===== src/rtl/stream_demux_1to2.sv =====
// Purpose : 1-to-2 valid/ready stream demux; route sampled on a packet's first beat, held to its Last beat.
// Latency : 1 cycle from input acceptance to the selected output register.
// Backpr. : In_Ready = !OutR_Valid || OutR_Ready for the effective route R only; idle output drains independently.
//
// Ports:
//   Clock, Reset_n                 - rising-edge clock, synchronous active-low reset
//   In_Data/In_Valid/In_Last       - upstream beat; In_Ready back to upstream
//   Select_Line                    - route for a new packet (0 -> Out0, 1 -> Out1)
//   OutX_Data/OutX_Valid/OutX_Last - registered downstream beat; OutX_Ready from downstream
//   Mid_Packet, Locked_Sel         - route lock status (Locked_Sel meaningful only when Mid_Packet=1)
//   Pkt_Count0, Pkt_Count1         - wrapping count of completed packets per output
module stream_demux_1to2 #(
  parameter int DATA_W = 8,
  parameter int CNT_W  = 8
) (
  input  logic              Clock,
  input  logic              Reset_n,
  input  logic [DATA_W-1:0] In_Data,
  input  logic              In_Valid,
  input  logic              In_Last,
  output logic              In_Ready,
  input  logic              Select_Line,
  output logic [DATA_W-1:0] Out0_Data,
  output logic [DATA_W-1:0] Out1_Data,
  output logic              Out0_Valid,
  output logic              Out1_Valid,
  output logic              Out0_Last,
  output logic              Out1_Last,
  input  logic              Out0_Ready,
  input  logic              Out1_Ready,
  output logic              Mid_Packet,
  output logic              Locked_Sel,
  output logic [CNT_W-1:0]  Pkt_Count0,
  output logic [CNT_W-1:0]  Pkt_Count1
);

  typedef enum logic {
    ST_IDLE   = 1'b0,
    ST_LOCKED = 1'b1
  } state_e;

  localparam logic [CNT_W-1:0] CNT_ONE = {{(CNT_W-1){1'b0}}, 1'b1};

  state_e              state_q, state_d;
  logic                locked_sel_q, locked_sel_d;

  logic                out0_vld_q, out0_vld_d;
  logic                out0_last_q, out0_last_d;
  logic [DATA_W-1:0]   out0_dat_q, out0_dat_d;
  logic                out1_vld_q, out1_vld_d;
  logic                out1_last_q, out1_last_d;
  logic [DATA_W-1:0]   out1_dat_q, out1_dat_d;

  logic [CNT_W-1:0]    cnt0_q, cnt0_d;
  logic [CNT_W-1:0]    cnt1_q, cnt1_d;

  logic                route;
  logic                route_vld;
  logic                route_rdy;
  logic                in_rdy;
  logic                accept;
  logic                load0;
  logic                load1;

  // Route and handshake. Only the routed output's state feeds In_Ready, so a
  // stalled unrelated output never blocks the stream.
  always_comb begin
    route     = (state_q == ST_LOCKED) ? locked_sel_q : Select_Line;
    route_vld = route ? out1_vld_q : out0_vld_q;
    route_rdy = route ? Out1_Ready : Out0_Ready;
    in_rdy    = !route_vld || route_rdy;
    accept    = In_Valid && in_rdy;
    load0     = accept && !route;
    load1     = accept &&  route;
  end

  // Output register stages: a load wins over a drain so that drain+load in
  // the same cycle keeps the stage full with the new beat.
  always_comb begin
    out0_vld_d  = out0_vld_q;
    out0_last_d = out0_last_q;
    out0_dat_d  = out0_dat_q;
    if (load0) begin
      out0_vld_d  = 1'b1;
      out0_last_d = In_Last;
      out0_dat_d  = In_Data;
    end else if (out0_vld_q && Out0_Ready) begin
      out0_vld_d  = 1'b0;
    end

    out1_vld_d  = out1_vld_q;
    out1_last_d = out1_last_q;
    out1_dat_d  = out1_dat_q;
    if (load1) begin
      out1_vld_d  = 1'b1;
      out1_last_d = In_Last;
      out1_dat_d  = In_Data;
    end else if (out1_vld_q && Out1_Ready) begin
      out1_vld_d  = 1'b0;
    end
  end

  // Packet counters bump when the Last beat is accepted, not when it drains.
  always_comb begin
    cnt0_d = cnt0_q;
    cnt1_d = cnt1_q;
    if (load0 && In_Last) cnt0_d = cnt0_q + CNT_ONE;
    if (load1 && In_Last) cnt1_d = cnt1_q + CNT_ONE;
  end

  // Packet lock FSM. A single-beat packet never leaves IDLE.
  always_comb begin
    state_d      = state_q;
    locked_sel_d = locked_sel_q;
    if (accept) begin
      case (state_q)
        ST_IDLE: begin
          if (!In_Last) begin
            state_d      = ST_LOCKED;
            locked_sel_d = Select_Line;
          end
        end
        ST_LOCKED: begin
          if (In_Last) state_d = ST_IDLE;
        end
        default: state_d = ST_IDLE;
      endcase
    end
  end

  always_ff @(posedge Clock) begin
    if (!Reset_n) begin
      state_q      <= ST_IDLE;
      locked_sel_q <= 1'b0;
      out0_vld_q   <= 1'b0;
      out0_last_q  <= 1'b0;
      out0_dat_q   <= '0;
      out1_vld_q   <= 1'b0;
      out1_last_q  <= 1'b0;
      out1_dat_q   <= '0;
      cnt0_q       <= '0;
      cnt1_q       <= '0;
    end else begin
      state_q      <= state_d;
      locked_sel_q <= locked_sel_d;
      out0_vld_q   <= out0_vld_d;
      out0_last_q  <= out0_last_d;
      out0_dat_q   <= out0_dat_d;
      out1_vld_q   <= out1_vld_d;
      out1_last_q  <= out1_last_d;
      out1_dat_q   <= out1_dat_d;
      cnt0_q       <= cnt0_d;
      cnt1_q       <= cnt1_d;
    end
  end

  assign In_Ready   = in_rdy;
  assign Out0_Data  = out0_dat_q;
  assign Out0_Valid = out0_vld_q;
  assign Out0_Last  = out0_last_q;
  assign Out1_Data  = out1_dat_q;
  assign Out1_Valid = out1_vld_q;
  assign Out1_Last  = out1_last_q;
  assign Mid_Packet = (state_q == ST_LOCKED);
  assign Locked_Sel = locked_sel_q;
  assign Pkt_Count0 = cnt0_q;
  assign Pkt_Count1 = cnt1_q;

endmodule

===== config.mk =====
export PLATFORM = sky130hd
export DESIGN_NAME = stream_demux_1to2
export DESIGN_NICKNAME = d
export VERILOG_FILES = /design/src/rtl/stream_demux_1to2.sv
export SDC_FILE = /design/constraint.sdc
export NUM_CORES = 1
export LEC_CHECK = 0
export CAP_MARGIN = 20
export CORE_MARGIN = 1
export CORE_UTILIZATION = 44
export CTS_CLUSTER_SIZE = 28
export DETAILED_ROUTE_END_ITERATION = 10
export HOLD_SLACK_MARGIN = 0.05
export PLACE_DENSITY_LB_ADDON = 0.15
export SLEW_MARGIN = 10
export SYNTH_ARGS = -nofsm -noshare
export SYNTH_HDL_FRONTEND = slang
export SYNTH_SLANG_ARGS = --single-unit

===== constraint.sdc =====
create_clock -name Clock -period 1.92 [get_ports Clock]
set_input_delay 0.192 -clock Clock [delete_from_list [all_inputs] [get_ports Clock]]
set_output_delay 0.192 -clock Clock [all_outputs]
set_load 0.005 [all_outputs]

# Yosys cells after proc, flatten, opt, wreduce, memory -nomap -nowiden

Index checks and enable logic that the tools add are counted.

$add $sub $neg: 2
Muxes and demuxes: 8
Bitwise gates (word level): 2
Reductions and logical operators: 13

Operators with widths:

| operator              | count |
|---|---|
| $add A8 B1 Y8 const B | 2 |
| $mux W1               | 8 |
| $logic_and A1 B1 Y1   | 7 |
| $reduce_bool A2 Y1    | 2 |
| $reduce_and A3 Y1     | 1 |
| $logic_not A1 Y1      | 2 |
| $not A1 Y1            | 2 |
| $logic_or A1 B1 Y1    | 1 |

Logic and storage cells: 35
Output and inout port bits: 39
Register bits: 38
Input port bits: 15

# Depth between registers and ports, before layout

Depth after elaboration: 7
Gate-level depth with buffers: 5
Depth with buffers taken out: 5

# Worst setup path before layout

OpenSTA, ideal clock, no wires.

Kind: register to register
From: register state_q, in the netlist Mid_Packet
To: register cnt0_q[7], in the netlist Pkt_Count0[7]
Buffers on the path: 0
Setup time: 0.070 ns
Data required time: 1.850 ns
Arrival: 1.527 ns
Slack: 0.323 ns
Clock period less this slack: 1.597 ns
Cell stages (with the launch flop): 5
Path through: dfxtp_1 > mux2i_2 > nand3_2 > or4_1 > a21oi_1

Cells in the longest elaborated chain, start to end: 7
Elaborated cells on any way between the ends: 9
Those cells by class: mux: 3; reduce/logical: 6

Ends and longest elaborated chain:

| element                 | RTL line | source |
|---|---|---|
| from (decl)             | 44       | `state_e state_q, state_d;` |
| from (signal assigned)  | 144      | `state_q <= state_d;` |
| $mux W1 (*)             | 68       | `route = (state_q == ST_LOCKED) ? locked_sel_q : Select_Line;` |
| $mux W1                 | 69       | `route_vld = route ? out1_vld_q : out0_vld_q;` |
| $logic_not A1 Y1        | 71       | `in_rdy = !route_vld \|\| route_rdy;` |
| $logic_or A1 B1 Y1      | 71       |  |
| $logic_and A1 B1 Y1     | 72       | `accept = In_Valid && in_rdy;` |
| $logic_and A1 B1 Y1 (*) | 73       | `load0 = accept && !route;` |
| $logic_and A1 B1 Y1 (*) | 107      | `if (load0 && In_Last) cnt0_d = cnt0_q + CNT_ONE;` |
| to (signal assigned)    | 152      | `cnt0_q <= cnt0_d;` |
| to (decl)               | 54       | `logic [CNT_W-1:0] cnt0_q, cnt0_d;` |

Mark *: on every way between the ends. The rest lies on a longest branch, timed or not.
A chain may end at the register's enable or synchronous reset.

# Final worst setup path

From: register state_q, in the netlist Mid_Packet
To: register cnt1_q[3], in the netlist Pkt_Count1[3]

Cells in the longest elaborated chain, start to end: 7
Elaborated cells on any way between the ends: 8
Those cells by class: mux: 3; reduce/logical: 5

Ends and longest elaborated chain:

| element                 | RTL line | source |
|---|---|---|
| $mux W1 (*)             | 68       |  |
| $mux W1                 | 69       |  |
| $logic_not A1 Y1        | 71       |  |
| $logic_or A1 B1 Y1      | 71       |  |
| $logic_and A1 B1 Y1     | 72       |  |
| $logic_and A1 B1 Y1 (*) | 74       | `load1 = accept && route;` |
| $logic_and A1 B1 Y1 (*) | 108      | `if (load1 && In_Last) cnt1_d = cnt1_q + CNT_ONE;` |
| to (signal assigned)    | 153      | `cnt1_q <= cnt1_d;` |
| to (decl)               | 55       | `logic [CNT_W-1:0] cnt1_q, cnt1_d;` |

Marks and branches as above.

==> run metrics <==
status=complete, no violations; Post-Synthesis Net Count=189; Leak=0.839 nW; largest net degree at the start of global routing=38; top cells by instance count after synthesis=dfxtp_1 (38), a21oi_1 (25), nand2_1 (23); Min Clock Period, post-route=1.78 ns; DIE HEIGHT=61.3 microns; drt pass-1 iters=4; synthesized flop and latch total=38; top-area cell type share of the netlist area=0.492; Unique masters post-synth=27; Crit path buffers/inverters=3; Clock Sinks=38; RSZ-0062 raised after global routing=no; Critical Path RT=2.19 ns; DP HPWL=2500 microns; number of I/O pins=54; initial drt markers=63; Slew HR=0.605; Crit Path Max Fanout=10; CP Launch Type=flip-flop; crit path kind=reg -> reg; Routed Antenna Nets=0; root buf cell=clkbuf_4; critical path arrival=2.04 ns; Hold-fix buffers, CTS=0; CP max stage cell=dfxtp_4; post-route design area=0.00226 sq mm; Total Wirelength=3550 microns; max-cap viol count=0; TritonCTS clock tree=built; Slowest Stage Delay on Critical Path=0.37 ns; most frequent cell after synthesis=dfxtp_1; clock edge transition at the registers on the reported setup and hold paths=0.11 ns; Max Fclk=0.563 GHz; Reg-to-Reg Start=Mid_Packet; Syn Inst Count=172; CP top delay family=simple AND/OR/NAND/NOR gates; Initial Util=0.460; Die X=61.3 microns; PortBufs=53; first-pass GRT wire length=5420 microns; Final Skew=0.00872 ns; area of the mapped netlist=0.00155 sq mm; WL/cell=12.7 microns; layout net count=250; Via-to-Cell Ratio=5.24; TritonCTS Buffers=5; Avg Synthesized Cell Area=9.00 sq um; share of cells above drive strength 1=0.0944; Worst Setup SP=Mid_Packet; Core Area=0.00336 sq mm; Hold Slack=0.444 ns; placed inst area=0.00215 sq mm; Synth area leader=dfxtp_1; Max VDD drop=0.456 mV; total grt overflow=0; hold path start=In_Data[7]; ys flop type=dfxtp_1; P&R area growth vs syn=46.2%; clk buf depth=2; antenna violations before repair=0; die area=0.00376 sq mm; Max Slew Vio Count=0; GRT Total Usage=0.200; Tcrit/Tclk final=0.925; Seq/Total Area, Yosys=0.492; fillers=312; P per Cell Area=711 mW/mm^2; row cnt=21; vias=1463; Post-synth EDFFs=0; Worst-Margin Slew=0.592 ns; vias in the first global route=1262; CP Capture Type=flip-flop; Hold Violations, Final=0; Setup violations, final=0; htree depth=2; Most common cell on crit path=buf_4; worst min-delay path class=in -> reg; diode count=0; CP cell instances=mux2i_4, buf_4, buf_4, nand4b_4, buf_4, or3_1, a21oi_1; synth top area cells=dfxtp_1 (49%), a21oi_1 (8.1%), mux2i_1 (6.5%); Syn. warnings=0; clk_lat worst skew=0.33 ns; routability cong.=0.796; drc violations=0; asr flop ratio synth=0
==> report_power, final <==
group / internal (mW) / switching (mW) / leakage (nW)
Sequential: 0.818 / 0.0222 / 0.310
Combinational: 0.129 / 0.0953 / 0.485
Clock: 0.303 / 0.241 / 0.0443
Total: 1.25 / 0.358 / 0.839
==> final timing paths <==
check                                      to  depth (start not counted)  slack (ns)
worst max register to register  Pkt_Count1[3]                          7        0.14
worst min register to register   Out0_Data[4]                          2        0.46
worst min-delay path             Out0_Data[7]                          3        0.44
worst max-delay path            Pkt_Count1[3]                          7        0.14
==> layout make-up <==
| cell class | count | area, sq um | area share |
|---|---|---|---|
| clock inverters | 1 | 30.0 | 0.0133 |
| well taps | 46 | 57.6 | 0.0254 |
| multi-input cells | 122 | 747 | 0.330 |
| repair buffers | 62 | 597 | 0.264 |
| clock buffers | 6 | 51.3 | 0.0227 |
| inverters | 4 | 15.0 | 0.00664 |
| flip-flops and latches | 38 | 764 | 0.338 |
==> logic make-up after synthesis <==
group | after synthesis | share of synthesized area
buf+inv | 12 | 0.0315
flops | 38 | 0.492
fa+ha+maj | 2 | 0.0162
xor+xnor | 3 | 0.0170
compound gates | 38 | 0.134
simple gates | 67 | 0.229
mux | 12 | 0.0808
==> through the flow <==
stage,setup WS (ns),setup TNS [ns],cells,power [mW],util
6_report,0.144,0,279,1.61,0.673
5_1_grt,0.0873,0,279,1.69,0.673
2_1_floorplan,0.323,0,172,0.947,-
3_5_place_dp,-0.0245,-0.0493,270,1.07,0.641
3_3_place_gp,0.000479,0,270,1.07,0.641
4_1_cts,0.151,0,279,1.63,0.673
==> state kept, by name (all words and copies together) (netlist names) <==
register / cells
Out0_Last: 1
Out1_Last: 1
Pkt_Count1: 8
Mid_Packet: 1
Out1_Valid: 1
Out1_Data: 8
Pkt_Count0: 8
Out0_Valid: 1
Out0_Data: 8
Locked_Sel: 1
==> repair_timing <==
| action | 4_1_cts | 5_1_grt |
|---|---|---|
| buffers inserted | 2 | 0 |
| setup endpoints to repair | 1 | 0 |
| resized for setup | 4 | 0 |
==> layer usage <==
| layer | wire length [microns] | up-vias | GRT usage |
|---|---|---|---|
| met4 | 21 | 0 | 0.0877 |
| met2 | 1720 | 34 | 0.320 |
| li1 | - | 733 | - |
| met3 | 222 | 2 | 0.0693 |
| met5 | 0 | - | 0 |
| met1 | 1590 | 694 | 0.244 |
==> cells in the final DEF (no fill, tap or decap), types with 2 or more instances in the layout <==
master and count:
mux2i_1 10, nand2b_1 2, nor2_1 12, nand3_1 7
clkdlybuf4s50_1 52, o21ai_0 6, xor2_1 3, inv_1 3
nand4_1 6, buf_4 9, a21oi_1 25, o31ai_1 5
dfxtp_1 37, nand2_1 23, clkbuf_4 5, or3_1 7
or4_1 5, ha_1 2
==> worst reg2reg max path: cells and delay by family (launching register included) <==
family | cells | cell delay [ns]
multiplexers | 1 | 0.19
AND/OR/NAND/NOR | 2 | 0.53
flip-flops | 1 | 0.37
buffers and inverters | 3 | 0.49
AO/OA/AOI/OAI | 1 | 0.14
No activity file was read; power rests on OpenSTA's default activity.
